<file path="src/rtl/stack_pkg.sv">
// Shared definitions for the stack processor: opcodes and default widths.
package stack_pkg;
    localparam logic [2:0] OP_NOP       = 3'b000;
    localparam logic [2:0] OP_PUSH      = 3'b001;
    localparam logic [2:0] OP_POP       = 3'b010;
    localparam logic [2:0] OP_REPLACE   = 3'b011;
    localparam logic [2:0] OP_POP2_PUSH = 3'b100;
    localparam logic [2:0] OP_DUP       = 3'b101;
    localparam logic [2:0] OP_SWAP      = 3'b110;
    localparam logic [2:0] OP_CLEAR     = 3'b111;

    localparam int DATA_W_DEF = 8;
    localparam int DEPTH_DEF  = 8;
endpackage

</file>
<file path="src/rtl/data_stack.sv">
// Operand stack: one op per clock, tos/nos read combinationally from state.
// Entry i holds the (i+1)-th oldest value; the top lives at mem[count-1].
module data_stack
    import stack_pkg::*;
#(
    parameter  int DATA_W = DATA_W_DEF,
    parameter  int DEPTH  = DEPTH_DEF,
    localparam int CNT_W  = $clog2(DEPTH + 1)
) (
    input  logic              clk,
    input  logic              reset,
    input  logic              op_en,
    input  logic [2:0]        op,
    input  logic [DATA_W-1:0] din,
    output logic [DATA_W-1:0] tos,
    output logic [DATA_W-1:0] nos,
    output logic [CNT_W-1:0]  count,
    output logic              empty,
    output logic              full,
    output logic              overflow,
    output logic              underflow
);
    localparam int IDX_W = $clog2(DEPTH);

    logic [DATA_W-1:0] mem_q [DEPTH];
    logic [DATA_W-1:0] mem_d [DEPTH];
    logic [CNT_W-1:0]  cnt_q, cnt_d;
    logic              ovf_q, ovf_d;
    logic              unf_q, unf_d;

    logic [CNT_W-1:0]  cnt_m1, cnt_m2;
    logic [IDX_W-1:0]  top_idx, sec_idx, new_idx;
    logic              has1, has2, is_full;

    // Index arithmetic is only used when the guarding has1/has2/is_full allow it,
    // so the wrapped values at count 0/1/DEPTH never reach storage.
    assign cnt_m1  = cnt_q - CNT_W'(1);
    assign cnt_m2  = cnt_q - CNT_W'(2);
    assign top_idx = cnt_m1[IDX_W-1:0];
    assign sec_idx = cnt_m2[IDX_W-1:0];
    assign new_idx = cnt_q[IDX_W-1:0];
    assign has1    = (cnt_q != '0);
    assign has2    = (cnt_q >= CNT_W'(2));
    assign is_full = (cnt_q == CNT_W'(DEPTH));

    assign tos       = has1 ? mem_q[top_idx] : '0;
    assign nos       = has2 ? mem_q[sec_idx] : '0;
    assign count     = cnt_q;
    assign empty     = !has1;
    assign full      = is_full;
    assign overflow  = ovf_q;
    assign underflow = unf_q;

    // Next-state: one case on op; illegal ops only raise a sticky flag.
    always_comb begin
        mem_d = mem_q;
        cnt_d = cnt_q;
        ovf_d = ovf_q;
        unf_d = unf_q;
        if (op_en) begin
            case (op)
                OP_PUSH: begin
                    if (is_full) ovf_d = 1'b1;
                    else begin
                        mem_d[new_idx] = din;
                        cnt_d          = cnt_q + CNT_W'(1);
                    end
                end
                OP_POP: begin
                    if (has1) cnt_d = cnt_m1;
                    else      unf_d = 1'b1;
                end
                OP_REPLACE: begin
                    if (has1) mem_d[top_idx] = din;
                    else      unf_d = 1'b1;
                end
                OP_POP2_PUSH: begin
                    if (has2) begin
                        mem_d[sec_idx] = din;
                        cnt_d          = cnt_m1;
                    end else unf_d = 1'b1;
                end
                OP_DUP: begin
                    if (!has1)        unf_d = 1'b1;
                    else if (is_full) ovf_d = 1'b1;
                    else begin
                        mem_d[new_idx] = mem_q[top_idx];
                        cnt_d          = cnt_q + CNT_W'(1);
                    end
                end
                OP_SWAP: begin
                    if (has2) begin
                        mem_d[top_idx] = mem_q[sec_idx];
                        mem_d[sec_idx] = mem_q[top_idx];
                    end else unf_d = 1'b1;
                end
                OP_CLEAR: cnt_d = '0;
                default: ;
            endcase
        end
    end

    // Count and sticky flags, cleared asynchronously.
    always_ff @(posedge clk or negedge reset) begin
        if (!reset) begin
            cnt_q <= '0;
            ovf_q <= 1'b0;
            unf_q <= 1'b0;
        end else begin
            cnt_q <= cnt_d;
            ovf_q <= ovf_d;
            unf_q <= unf_d;
        end
    end

    // Entry storage is never cleared; writes are dropped while reset is held.
    always_ff @(posedge clk) begin
        if (reset) mem_q <= mem_d;
    end
endmodule

</file>
<file path="config.mk">
export PLATFORM = sky130hd
export DESIGN_NAME = data_stack
export DESIGN_NICKNAME = d
export VERILOG_FILES = /design/src/rtl/stack_pkg.sv /design/src/rtl/data_stack.sv
export SDC_FILE = /design/constraint.sdc
export NUM_CORES = 1
export LEC_CHECK = 0
export BUFFER_PORTS_ARGS = -buffer_cell sky130_fd_sc_hd__buf_4
export CAP_MARGIN = 20
export CORE_UTILIZATION = 50
export DETAILED_ROUTE_END_ITERATION = 10
export PLACE_DENSITY = 0.67
export RECOVER_POWER = 25
export SLEW_MARGIN = 20
export SYNTH_ARGS = -nofsm -noshare
export SYNTH_HDL_FRONTEND = slang
export SYNTH_SLANG_ARGS = --single-unit
</file>
<file path="constraint.sdc">
create_clock -name clk -period 4.4 [get_ports clk]
set_input_delay 0.22 -clock clk [delete_from_list [all_inputs] [get_ports clk]]
set_output_delay 0.22 -clock clk [all_outputs]
set_load 0.1 [all_outputs]
</file>
==> flow_summary.json <==
{
  "grt_pass1_wl_mm": 48.4,
  "hp-class": "in2reg",
  "first_global_vias": 7476,
  "cp_max_fo": 54,
  "diodes": 0,
  "hpwl_mm": 22.6,
  "wl_per_cell_um": 32.0,
  "grt-ovfl-total": 0,
  "netlist_area_mm2": 0.00713,
  "fin_skew_ns": 0.0103,
  "drive_gt1_frac": 0.148,
  "grt_max_degree": 55,
  "synth_area_per_cell_um2": 8.52,
  "synthTopCellsByCount": "a21oi_1 (91), nand2_1 (83), nor2_1 (76)",
  "cp.required_ns": 4.50,
  "drtAntennaViolNets": 0,
  "grt_usage": 0.452,
  "fin_nets": 855,
  "grt_setup_unrepaired": "false",
  "first_pass_iters": 9,
  "synth_fa_ha_area_frac": 0.0140,
  "synth_edf_count": 64,
  "arrival_ns": 3.87,
  "hold_viol": 0,
  "io_pins": 38,
  "met2_usage": 0.663,
  "dieArea_mm2": 0.0147,
  "drt-total-wl_mm": 32.5,
  "netlist_top_cells_area": "edfxtp_1 (27%), mux4_2 (8.2%), a21oi_1 (6.4%)",
  "io_buffers": 37,
  "htree_num_levels": 3,
  "synth-main-ff-cell": "edfxtp_1",
  "path_clk_slew_ns": 0.06,
  "synth_seq_cells": 70,
  "worst_pin_slew_ns": 1.45,
  "endpoint_kind": "register",
  "place_ws_ns": 0.913,
  "core_area_mm2": 0.0139,
  "chipWidth_um": 121,
  "outcome": "finished, final reports clean",
  "register_area_mm2": 0.00208,
  "setup-violations-final": 0,
  "antenna_found_initial": 0,
  "path_cells": "clkbuf_2 -> mux4_2 -> mux2i_2 -> nor2_1 -> a31oi_1 -> a21oi_1 -> or3_1",
  "yosys.area.top_type": "edfxtp_1",
  "synth_cells": 837,
  "clkLatencyLatePin_ns": 0.36,
  "slew_viol_final": 0,
  "postCtsSetupBuffers": 0,
  "vias": 8098,
  "gp_congestion": 0.995,
  "gr-usage-met1": 0.595,
  "rr_worst_depth": 7,
  "drv_cap": 0,
  "drc": 0,
  "synthMuxAreaShare": 0.152,
  "met3_usage": 0.136,
  "synth-xor-area-share": 0.00351,
  "synthToLayoutAreaGrowth_pct": 9.95,
  "ys_types": 64,
  "fin_ws_ns": 0.626,
  "critPathKind": "reg2reg",
  "worstSetupStartpointType": "register",
  "critPathSlowestCell": "clkbuf_2",
  "clockBufferDepth": 2,
  "min_from": "op_en",
  "fin_tns_setup_ns": 0,
  "min_period_ns": 3.77,
  "fmax_mhz": 265,
  "row_count": 43,
  "via_per_inst": 7.96,
  "drt-initial-drc-count": 1847,
  "synth_top_area_frac": 0.269,
  "r2r-start": "count[0]",
  "fin_crit_sh": 0.858,
  "async_flop_share": 0.0857,
  "fill_cells": 1265,
  "root_buffer": "clkbuf_16",
  "synth_nets": 859,
  "busiest_layer": "met2",
  "worstHoldEndpoint": "underflow",
  "r2r_slack_ns": 0.63,
  "ys_seq_area_frac": 0.290,
  "multiInputGateArea_mm2": 0.00466,
  "min_path_cells": 2,
  "cts-buffers-inserted": 9,
  "slowest_delay_ns": 1.04,
  "synth_top_family_by_area": "compound AO/OA/AOI/OAI gates",
  "synthSimpleGateAreaFrac": 0.147,
  "start_util": 0.514,
  "clock_sinks": 70,
  "synth_compound_area_frac": 0.335,
  "die_y_um": 121,
  "cts_tree": "built",
  "synth.most_common_cell": "a21oi_1",
  "yosysWarnings": 0,
  "slew_headroom": 0.0367
}
-- per-stage QoR --
step	instance area, um^2	std cells	utilization	hold WS, ns
6_report	7840	1017	0.565	0.0974
5_1_grt	7840	1017	0.565	0.118
4_1_cts	7900	1017	0.569	0.0982
3_5_place_dp	7550	1001	0.544	0.0388
3_3_place_gp	7550	1001	0.544	0.0372
2_1_floorplan	7140	837	-	-0.0756
-- logic make-up (layout without fill, tap and decap cells) --
logic type	Yosys count	in the layout
flops	70	70
compound gates	353	353
xor+xnor	2	2
fa+ha+maj	8	8
simple gates	234	234
buf+inv	100	100
mux	70	70
-- layout make-up --
| type | instances | share of cell area |
|---|---|---|
| Clock inverter | 6 | 0.0142 |
| Multi-Input combinational cell | 667 | 0.595 |
| Clock buffer | 9 | 0.0287 |
| Sequential cell | 70 | 0.265 |
| Inverter | 13 | 0.00622 |
| Tap cell | 180 | 0.0287 |
| Timing Repair Buffer | 72 | 0.0627 |
-- timing repair --
action                                 4_1_cts  5_1_grt
endpoints found under the hold margin        6        0
resized for setup                            0        0
hold buffers                                 1        0
-- cell usage in the layout (no fill, tap or decap), types with 5 or more instances in the layout --
master and n:
nand2b_1 11, nand2_1 83, a31oi_1 20, buf_4 57
edfxtp_1 64, o2111ai_1 10, a22o_1 10, nor2_1 74
mux4_2 26, a22oi_1 16, a211oi_1 7, clkbuf_16 9
ha_1 8, o22ai_1 20, o211ai_1 7, a221oi_1 25
and2_1 6, clkbuf_1 13, a222oi_1 20, mux2_2 7
a21oi_1 91, mux2i_1 33, nand3_1 10, a221o_1 14
o21ai_0 67, inv_1 13, nor2b_1 15, o221ai_1 5
nor3_1 12
-- worst max-delay path, delay by kind of cell (launching register included) --
kind | cells | cell delay (ns)
buffers and inverters | 1 | 1.04
DFF | 1 | 0.40
AOI/OAI and AO/OA | 2 | 0.28
and+or+nand+nor | 2 | 0.49
muxes | 2 | 1.25
-- worst max-delay path by stage --
stage / from / end / slack [ns]
after CTS: count[1] / tos[3] / 0.83
after detailed placement: count[1] / register / 0.91
after global placement: count[1] / register / 1.02
final: count[0] / register / 0.63
after global routing: count[0] / register / 0.47
after floorplan: count[0] / tos[4] / 0.06
-- per-layer routing --
| layer | wire [um] | vias up |
|---|---|---|
| met4 | 1900 | 0 |
| met3 | 5080 | 164 |
| met5 | 0 | - |
| li1 | - | 3329 |
| met1 | 11600 | 3792 |
| met2 | 13900 | 813 |
Power is left out: the tool's default activity adds up to more than one toggle a clock period on the data nets, which glitch-free logic cannot reach.
